<file path="src/rtl/ray_stepper_scheduler_pkg.sv">
// Shared types for the ray stepper scheduler: operand vector type and FSM states.
package ray_pkg;

   localparam int VEC_W = 16;

   typedef logic [2:0][VEC_W-1:0] vec3_t;

   typedef enum logic [1:0] {
      IDLE,
      ISSUE,
      WAIT,
      RESPOND
   } sched_state_t;

endpackage

</file>
<file path="src/rtl/ray_stepper_scheduler_arbiter.sv">
// Combinational round-robin arbiter; the search begins one past the last winner and wraps.
module round_robin_arbiter #(
   parameter  int N   = 4,
   localparam int IDW = $clog2(N)
) (
   input  logic [N-1:0]   req_i,
   input  logic [IDW-1:0] pointer_i,
   input  logic           enable_i,
   output logic [N-1:0]   grant_o,
   output logic [IDW-1:0] index_o
);

   localparam int unsigned NU = N;

   logic           found;
   logic [IDW-1:0] cidx;

   always_comb begin
      grant_o = '0;
      index_o = '0;
      found   = 1'b0;
      cidx    = '0;
      for (int unsigned k = 1; k <= NU; k++) begin
         cidx = IDW'((32'(pointer_i) + k) % NU);
         if (enable_i && !found && req_i[cidx]) begin
            found         = 1'b1;
            grant_o[cidx] = 1'b1;
            index_o       = cidx;
         end
      end
   end

endmodule

</file>
<file path="src/rtl/ray_stepper_scheduler.sv">
// Shares one RayStepper between N requesters: RR grant, start pulse, watchdog, tagged response.
module ray_stepper_scheduler #(
   parameter  int WIDTH   = 16,
   parameter  int N       = 4,
   parameter  int TIMEOUT = 1023,
   localparam int IDW     = $clog2(N)
) (
   input  logic                         clock,
   input  logic                         reset,
   input  logic [N-1:0]                 req_valid,
   output logic [N-1:0]                 req_ready,
   input  logic [N-1:0][2:0][WIDTH-1:0] req_q,
   input  logic [N-1:0][2:0][WIDTH-1:0] req_v,
   input  logic [N-1:0][2:0][WIDTH-1:0] req_l,
   input  logic [N-1:0][2:0][WIDTH-1:0] req_u,
   output logic                         st_start,
   output logic [2:0][WIDTH-1:0]        st_q,
   output logic [2:0][WIDTH-1:0]        st_v,
   output logic [2:0][WIDTH-1:0]        st_l,
   output logic [2:0][WIDTH-1:0]        st_u,
   input  logic                         st_done,
   input  logic                         st_outOfBounds,
   input  logic [2:0][WIDTH-1:0]        st_vp,
   output logic                         rsp_valid,
   input  logic                         rsp_ready,
   output logic [IDW-1:0]               rsp_id,
   output logic [2:0][WIDTH-1:0]        rsp_vp,
   output logic                         rsp_oob,
   output logic                         rsp_timeout,
   output logic                         busy
);
   import ray_pkg::*;

   localparam int CW = $clog2(TIMEOUT + 1);

   sched_state_t          state_q, state_d;
   logic [IDW-1:0]        ptr_q, ptr_d;
   logic [IDW-1:0]        id_q, id_d;
   logic [CW-1:0]         cnt_q, cnt_d;
   logic [2:0][WIDTH-1:0] q_q, q_d, v_q, v_d, l_q, l_d, u_q, u_d;
   logic [2:0][WIDTH-1:0] vp_q, vp_d;
   logic                  oob_q, oob_d;
   logic                  to_q, to_d;

   logic [N-1:0]          grant;
   logic [IDW-1:0]        gidx;

   round_robin_arbiter #(.N(N)) u_arb (
      .req_i     (req_valid),
      .pointer_i (ptr_q),
      .enable_i  (state_q == IDLE),
      .grant_o   (grant),
      .index_o   (gidx)
   );

   always_comb begin
      state_d = state_q;
      ptr_d   = ptr_q;
      id_d    = id_q;
      cnt_d   = cnt_q;
      q_d     = q_q;
      v_d     = v_q;
      l_d     = l_q;
      u_d     = u_q;
      vp_d    = vp_q;
      oob_d   = oob_q;
      to_d    = to_q;
      case (state_q)
         IDLE: begin
            if (|grant) begin
               q_d     = req_q[gidx];
               v_d     = req_v[gidx];
               l_d     = req_l[gidx];
               u_d     = req_u[gidx];
               id_d    = gidx;
               ptr_d   = gidx;
               state_d = ISSUE;
            end
         end
         ISSUE: begin
            cnt_d   = '0;
            state_d = WAIT;
         end
         WAIT: begin
            if (cnt_q != '1) cnt_d = cnt_q + 1'b1;
            // done has priority over a watchdog expiry in the same cycle
            if (st_done) begin
               vp_d    = st_vp;
               oob_d   = st_outOfBounds;
               to_d    = 1'b0;
               state_d = RESPOND;
            end else if (cnt_q == CW'(TIMEOUT - 1)) begin
               vp_d    = '0;
               oob_d   = 1'b1;
               to_d    = 1'b1;
               state_d = RESPOND;
            end
         end
         RESPOND: begin
            if (rsp_ready) state_d = IDLE;
         end
         default: state_d = IDLE;
      endcase
   end

   always_ff @(posedge clock) begin
      if (!reset) begin
         state_q <= IDLE;
         ptr_q   <= IDW'(N - 1);
         id_q    <= '0;
         cnt_q   <= '0;
         q_q     <= '0;
         v_q     <= '0;
         l_q     <= '0;
         u_q     <= '0;
         vp_q    <= '0;
         oob_q   <= 1'b0;
         to_q    <= 1'b0;
      end else begin
         state_q <= state_d;
         ptr_q   <= ptr_d;
         id_q    <= id_d;
         cnt_q   <= cnt_d;
         q_q     <= q_d;
         v_q     <= v_d;
         l_q     <= l_d;
         u_q     <= u_d;
         vp_q    <= vp_d;
         oob_q   <= oob_d;
         to_q    <= to_d;
      end
   end

   assign req_ready   = grant;
   assign st_start    = (state_q == ISSUE);
   assign st_q        = q_q;
   assign st_v        = v_q;
   assign st_l        = l_q;
   assign st_u        = u_q;
   assign rsp_valid   = (state_q == RESPOND);
   assign rsp_id      = id_q;
   assign rsp_vp      = vp_q;
   assign rsp_oob     = oob_q;
   assign rsp_timeout = to_q;
   assign busy        = (state_q != IDLE);

endmodule

</file>
<file path="config.mk">
export PLATFORM = sky130hd
export DESIGN_NAME = ray_stepper_scheduler
export DESIGN_NICKNAME = d
export VERILOG_FILES = /design/src/rtl/ray_stepper_scheduler_pkg.sv /design/src/rtl/ray_stepper_scheduler_arbiter.sv /design/src/rtl/ray_stepper_scheduler.sv
export SDC_FILE = /design/constraint.sdc
export NUM_CORES = 1
export LEC_CHECK = 0
export CELL_PAD_IN_SITES_DETAIL_PLACEMENT = 1
export CELL_PAD_IN_SITES_GLOBAL_PLACEMENT = 1
export CORE_AREA = 8 8 407 409
export CTS_CLUSTER_DIAMETER = 40
export CTS_CLUSTER_SIZE = 12
export DETAILED_ROUTE_END_ITERATION = 8
export DIE_AREA = 0 0 415 417
export GPL_ROUTABILITY_DRIVEN = 0
export PLACE_DENSITY = 0.42
export SYNTH_ARGS = -nofsm -noshare
export SYNTH_HDL_FRONTEND = slang
export SYNTH_HIERARCHICAL = 1
export SYNTH_SLANG_ARGS = --single-unit
</file>
<file path="constraint.sdc">
create_clock -name clock -period 10 [get_ports clock]
set_input_delay 2 -clock clock [delete_from_list [all_inputs] [get_ports clock]]
set_output_delay 2 -clock clock [all_outputs]
set_load 0.02 [all_outputs]
</file>
==> impl_metrics.ini, run 1 <==
[worst_setup_path]
arrival_ps = 4610
worstPathMaxFanout = 8
crit_type = in -> out
start_kind = input pin
worstPathRequired_ps = 8000
cp-end-kind = output pin
regToRegSetupSlack_ps = 4700

[placement]
dp_slack_ps = 3390
dp_hpwl_um = 97500
dp.cells = 4393
io_buffers = 1075
dpl_cell_area_mm2 = 0.0274

[detailed_routing]
first_iter_violations = 892
drc = 0
final_antenna_net_count = 0
wl_per_cell_um = 25.9
dr.pass1.iters = 5
route.vias.total = 15800
drt-total-wl_um = 118000
via_per_inst = 3.48

[clock_network]
cts_root_buffer = clkbuf_16
htreeDepth = 3
clock-sinks = 258
cts_tree = built
hold_buffers = 0
ctsResizeCount = 0
clkTransAtPathRegs_ps = 40
cts_setup_buffers = 0
clockBufferDepth = 3
numCtsBuffers = 81
worst_skew_pair.late_latency_ps = 640

[synth]
synth_compound_area_frac = 0.154
syn-num-nets = 2181
yosysWarnings = 6
synth_top_family_by_area = multiplexers
synthTopCellsByArea = dfxtp_1 36%, mux4_2 30%, nand2_1 11%, a21boi_0 6.6%, a21boi_1 3.4%
synthMuxAreaShare = 0.308
syn-instance-count = 1342
synth_area_mm2 = 0.0145
synthAdderAreaFrac = 0.0121
synth-simple-area-share = 0.123
ys_seq_elements = 258
synth_flop_cell = dfxtp_1
synth.distinct_cells = 48
synth_edf_count = 0
yosys.area.top_type = dfxtp_1
yosysTopAreaCellShare = 0.357
synthArstFlopShare = 0
avgSynthCellArea_um2 = 10.8
seq_area_frac_synth = 0.357
synth_xor_area_frac = 0.000606

[grt]
track_usage = 0.129
first_global_vias = 17200
grt_max_degree = 147
grt_pass1_wl_um = 155000
overflow = 0
antenna_found_initial = 31

[outcome]
outcome = completed

[sta]
finalHoldViolCount = 0
rsz0062_at_grt = false
tns_ps = 0
setup_viol = 0
timing.final.crit_share = 0.661
fmax_ghz = 0.151
skew_ps = 38.3
whs_ps = 449
maxSlewViolCount = 0
setup_ws_ps = 3390
worst-slew-pin-transition_ps = 1100
slew_headroom = 0.265
min_period_ps = 6610

[min_path]
hp-class = reg -> reg

[floorplanning]
die_w_um = 415
core-area_mm2 = 0.159
start_util = 0.0907
io_pins = 1076
dieArea_mm2 = 0.173
rows = 147
die_h_um = 417

[layout]
drive_gt1_frac = 0.144
final_cells = 4551
fill_cells = 18200
design_area_mm2 = 0.0304
finalNetCount = 3229
area_growth_pct = 110

[pwr]
peakVddDrop_uv = 368
powerDensity_mw_per_mm2 = 363
power.leakage_uw = 0.0104

[run]
maxCapViolations = 0
## state kept, by name, indices dropped and copies added, names as in the netlist, 2 cells and up
name and count:
rsp_id 2, st_q 48, st_v 48, rsp_vp 48
st_l 48, ptr_q 2, st_u 48, state_q 2
cnt_q 10
## critical path, stage by stage
cell and delay, ps:
clkdlybuf4s50_1 550, mux4_2 660, nor2_2 240, and3_2 250, a22oi_1 90, nand2_1 170
clkdlybuf4s50_1 650
## logic make-up after synthesis
kind of cell | after synthesis
fa+ha+maj | 14
xor+xnor | 1
buf+inv | 133
simple gates | 445
mux | 199
compound gates | 292
flops | 258
## final timing paths
kind | from | end | depth (start not counted)
setup / recovery | req_valid[2] | req_ready[0] | 7
hold / removal | st_u[27] | st_u[27] | 2
hold reg to reg | st_u[27] | st_u[27] | 2
setup reg to reg | ptr_q[0] | st_l[28] | 12
## cells in the mapped netlist, types with 2 or more instances
cell and instances:
nand2_1 408, dfxtp_1 258, mux4_2 195, a21boi_0 128, a21boi_1 66, a22o_1 53, clkbuf_1 40, buf_1 30
buf_2 28, buf_4 21, ha_1 14, o21ai_0 12, a21oi_1 8, inv_1 8, and3_1 7, nand3_1 7
buf_6 6, a31oi_1 5, a21o_1 4, a22oi_1 4, nor2_1 4, a41o_1 2, and2_1 2, and4_1 2
mux2i_1 2, nand2b_1 2, nand4_1 2, nor2b_4 2, o311a_1 2, o31ai_1 2
## power breakdown
part | leakage, uW | internal, uW | switching (uW) | total [uW]
clock network | 0.00142 | 1890 | 809 | 2700
registers | 0.00211 | 1490 | 298 | 1790
logic | 0.00685 | 2720 | 3820 | 6540
## cell type report
type	instances	area [um^2]	area share
flip-flops and latches	258	5160	0.170
multi-input cells	951	8670	0.286
inverters	8	30.0	0.000989
well taps	2086	2610	0.0860
diodes	13	32.5	0.00107
repair buffers	1090	11000	0.361
clock inverters	28	517	0.0170
clock buffers	117	2370	0.0782
## metrics by stage
stage | utilization | total power, uW
final | 0.191 | 11000
after global routing | 0.190 | 11800
after CTS | 0.190 | 11500
after detailed placement | 0.172 | 8690
after global placement | 0.172 | 8690
after floorplan | - | 5450
## layer usage
| layer | track usage | up-vias | share of wire |
|---|---|---|---|
| li1 | - | 7094 | - |
| met1 | 0.141 | 7888 | 0.37 |
| met2 | 0.233 | 676 | 0.52 |
| met3 | 0.0474 | 168 | 0.082 |
| met4 | 0.0364 | 18 | 0.030 |
| met5 | 0 | - | 0.00099 |
## layout by cell type, fill, tap and decap left out, types with 2 or more instances in the layout
cell type / Yosys / layout
a41o_1: 2 / 2
a31oi_1: 5 / 5
a21boi_1: 66 / 66
clkinv_16: 0 / 4
clkbuf_8: 0 / 19
clkbuf_16: 0 / 82
buf_12: 0 / 7
o21ai_0: 12 / 12
bufinv_16: 0 / 10
nand2_1: 408 / 408
a21boi_0: 128 / 128
clkbuf_1: 40 / 16
diode_2: 0 / 13
dfxtp_1: 258 / 258
mux2i_1: 2 / 2
mux4_2: 195 / 195
inv_1: 8 / 8
nand3_1: 7 / 7
and4_1: 2 / 2
a22oi_1: 4 / 4
a21oi_1: 8 / 8
clkdlybuf4s50_1: 0 / 1074
a21o_1: 4 / 4
and3_1: 7 / 7
a22o_1: 53 / 53
and2_1: 2 / 2
nand4_1: 2 / 2
clkinv_2: 0 / 12
o31ai_1: 2 / 2
nor2_1: 4 / 3
nor2b_4: 2 / 2
buf_4: 21 / 8
ha_1: 14 / 14
Power figures use the tool's default switching activity.
==> run 2, diff against run 1 <==
--- a/config.mk
+++ b/config.mk
@@ -7,13 +7,13 @@
 export LEC_CHECK = 0
 export CELL_PAD_IN_SITES_DETAIL_PLACEMENT = 1
 export CELL_PAD_IN_SITES_GLOBAL_PLACEMENT = 1
-export CORE_AREA = 8 8 407 409
+export CORE_AREA = 8 8 409 411
 export CTS_CLUSTER_DIAMETER = 40
 export CTS_CLUSTER_SIZE = 12
 export DETAILED_ROUTE_END_ITERATION = 8
-export DIE_AREA = 0 0 415 417
+export DIE_AREA = 0 0 417 419
 export GPL_ROUTABILITY_DRIVEN = 0
-export PLACE_DENSITY = 0.42
+export PLACE_DENSITY = 0.43
 export SYNTH_ARGS = -nofsm -noshare
 export SYNTH_HDL_FRONTEND = slang
 export SYNTH_HIERARCHICAL = 1
==> constraint.sdc (replaced) <==
create_clock -name clock -period 5.3 [get_ports clock]
set_input_delay 1.06 -clock clock [delete_from_list [all_inputs] [get_ports clock]]
set_output_delay 1.06 -clock clock [all_outputs]
set_load 0.02 [all_outputs]
==> run 2 against run 1 <==
Die area rose by 0.96%. Register-to-register slack got worse by 3400 ps. First-iteration DRC count rose by 6.3%. Final cell count rose by 3.0%.
==> impl_metrics.ini, run 2 (synthesis gave the netlist of run 1 again) <==
[sta]
skew_ps = 37.3
min_period_ps = 4730
slew_headroom = 0.470
setup_viol = 0
fmax_ghz = 0.212
timing.final.crit_share = 0.892
worst-slew-pin-transition_ps = 794
finalHoldViolCount = 0
setup_ws_ps = 573
maxSlewViolCount = 0
whs_ps = 451
rsz0062_at_grt = false
tns_ps = 0

[layout]
design_area_mm2 = 0.0309
finalNetCount = 3265
final_common_cell = clkdlybuf4s50_1
area_growth_pct = 114
layout_common_cells = 1,074 x clkdlybuf4s50_1, 408 x nand2_1, 258 x dfxtp_1, 195 x mux4_2, 128 x a21boi_0
drive_gt1_frac = 0.159

[placement]
dp_slack_ps = 620
io_buffers = 1075
dp_hpwl_um = 105000
dpl_cell_area_mm2 = 0.0279

[clock_network]
numCtsBuffers = 84
clkTransAtPathRegs_ps = 40
cts_setup_buffers = 0
ctsResizeCount = 0
worst_skew_pair.late_latency_ps = 650
htreeDepth = 3
cts_tree = built
cts_root_buffer = clkbuf_16
clock-sinks = 258
hold_buffers = 0
clockBufferDepth = 3

[pwr]
power_switching_uw = 9300
p_sw_frac = 0.437
power.leakage_uw = 0.0106
peakVddDrop_uv = 681
p_seq_frac = 0.161
powerDensity_mw_per_mm2 = 689
pwr-share-clk = 0.247
power_uw = 21300
p_int_uw = 12000
comb_power_share = 0.592

[worst_setup_path]
start_kind = flop
worstPathRequired_ps = 4240
worstPathMaxFanout = 17
cp-end-kind = output pin
crit_type = reg -> out
arrival_ps = 3670
rr_worst_depth = 14

[floorplanning]
die_w_um = 417
rows = 148
dieArea_mm2 = 0.175
core-area_mm2 = 0.161
start_util = 0.0896
io_pins = 1076
die_h_um = 419

[min_path]
worstHoldPathCells = 2
hp-class = reg -> reg

[grt]
track_usage = 0.133
antenna_found_initial = 54
grt_max_degree = 118
grt_pass1_wl_um = 159000
first_global_vias = 17400
overflow = 0

[detailed_routing]
wl_per_cell_um = 26.2
final_antenna_net_count = 0
dr.pass1.iters = 5
drc = 0
route.vias.total = 16200
first_iter_violations = 948
drt-total-wl_um = 123000
via_per_inst = 3.45

[outcome]
outcome = completed

[run]
maxCapViolations = 0
## run 2: changes by cell type in the layout (fill, tap and decap cells not counted), sizes merged
| cell | before | now |
|---|---|---|
| buf | 16 | 49 |
| inv | 9 | 11 |
| clkinv | 17 | 19 |
| diode | 13 | 16 |
| clkbuf | 117 | 122 |
| clkinvlp | 0 | 3 |
## run 2: path summary, 6_finish.rpt
path              startpoint  slack [ps]            to
setup reg to reg    ptr_q[0]        1340      st_l[14]
setup / recovery    ptr_q[0]         570  req_ready[0]
hold reg to reg      st_v[8]         450       st_v[8]
hold / removal       st_v[8]         450       st_v[8]
## run 2: stage by stage
stage               cells  utilization
global placement     4515        0.173
CTS                  4672        0.191
global route         4676        0.192
detailed placement   4515        0.173
floorplan            1342            -
finish               4688        0.192
## run 2: per-layer routing
layer  track usage  part of all wire
met2         0.230              0.50
met4        0.0439             0.036
met5             0           0.00099
met3        0.0534             0.091
met1         0.148              0.37
## run 2: power groups by stage
stage          Combinational [uW]  Sequential (uW)  Clock [uW]
2_1_floorplan                6040             4250           0
3_3_place_gp                13000             3490           0
3_5_place_dp                13000             3500           0
4_1_cts                     13100             3480        5440
5_1_grt                     13600             3570        5540
6_report                    12600             3430        5260
## run 2: critical path, stage by stage, from the launching register on
cell and delay [ps]:
dfxtp_1 300, buf_4 220, inv_1 130, ha_1 490, mux4_2 470, nor2_2 230, and3_2 250, a22oi_1 100
nand2_1 160, clkdlybuf4s50_1 680
## run 2: area by class of cell
cell class	count	area, um^2
Timing Repair Buffer	1123	11300
Multi-Input combinational cell	951	8670
Tap cell	2175	2720
Clock inverter	35	539
Antenna cell	16	40.0
Fill cell	18400	130000
Clock buffer	122	2470
Sequential cell	258	5160
Inverter	8	30.0
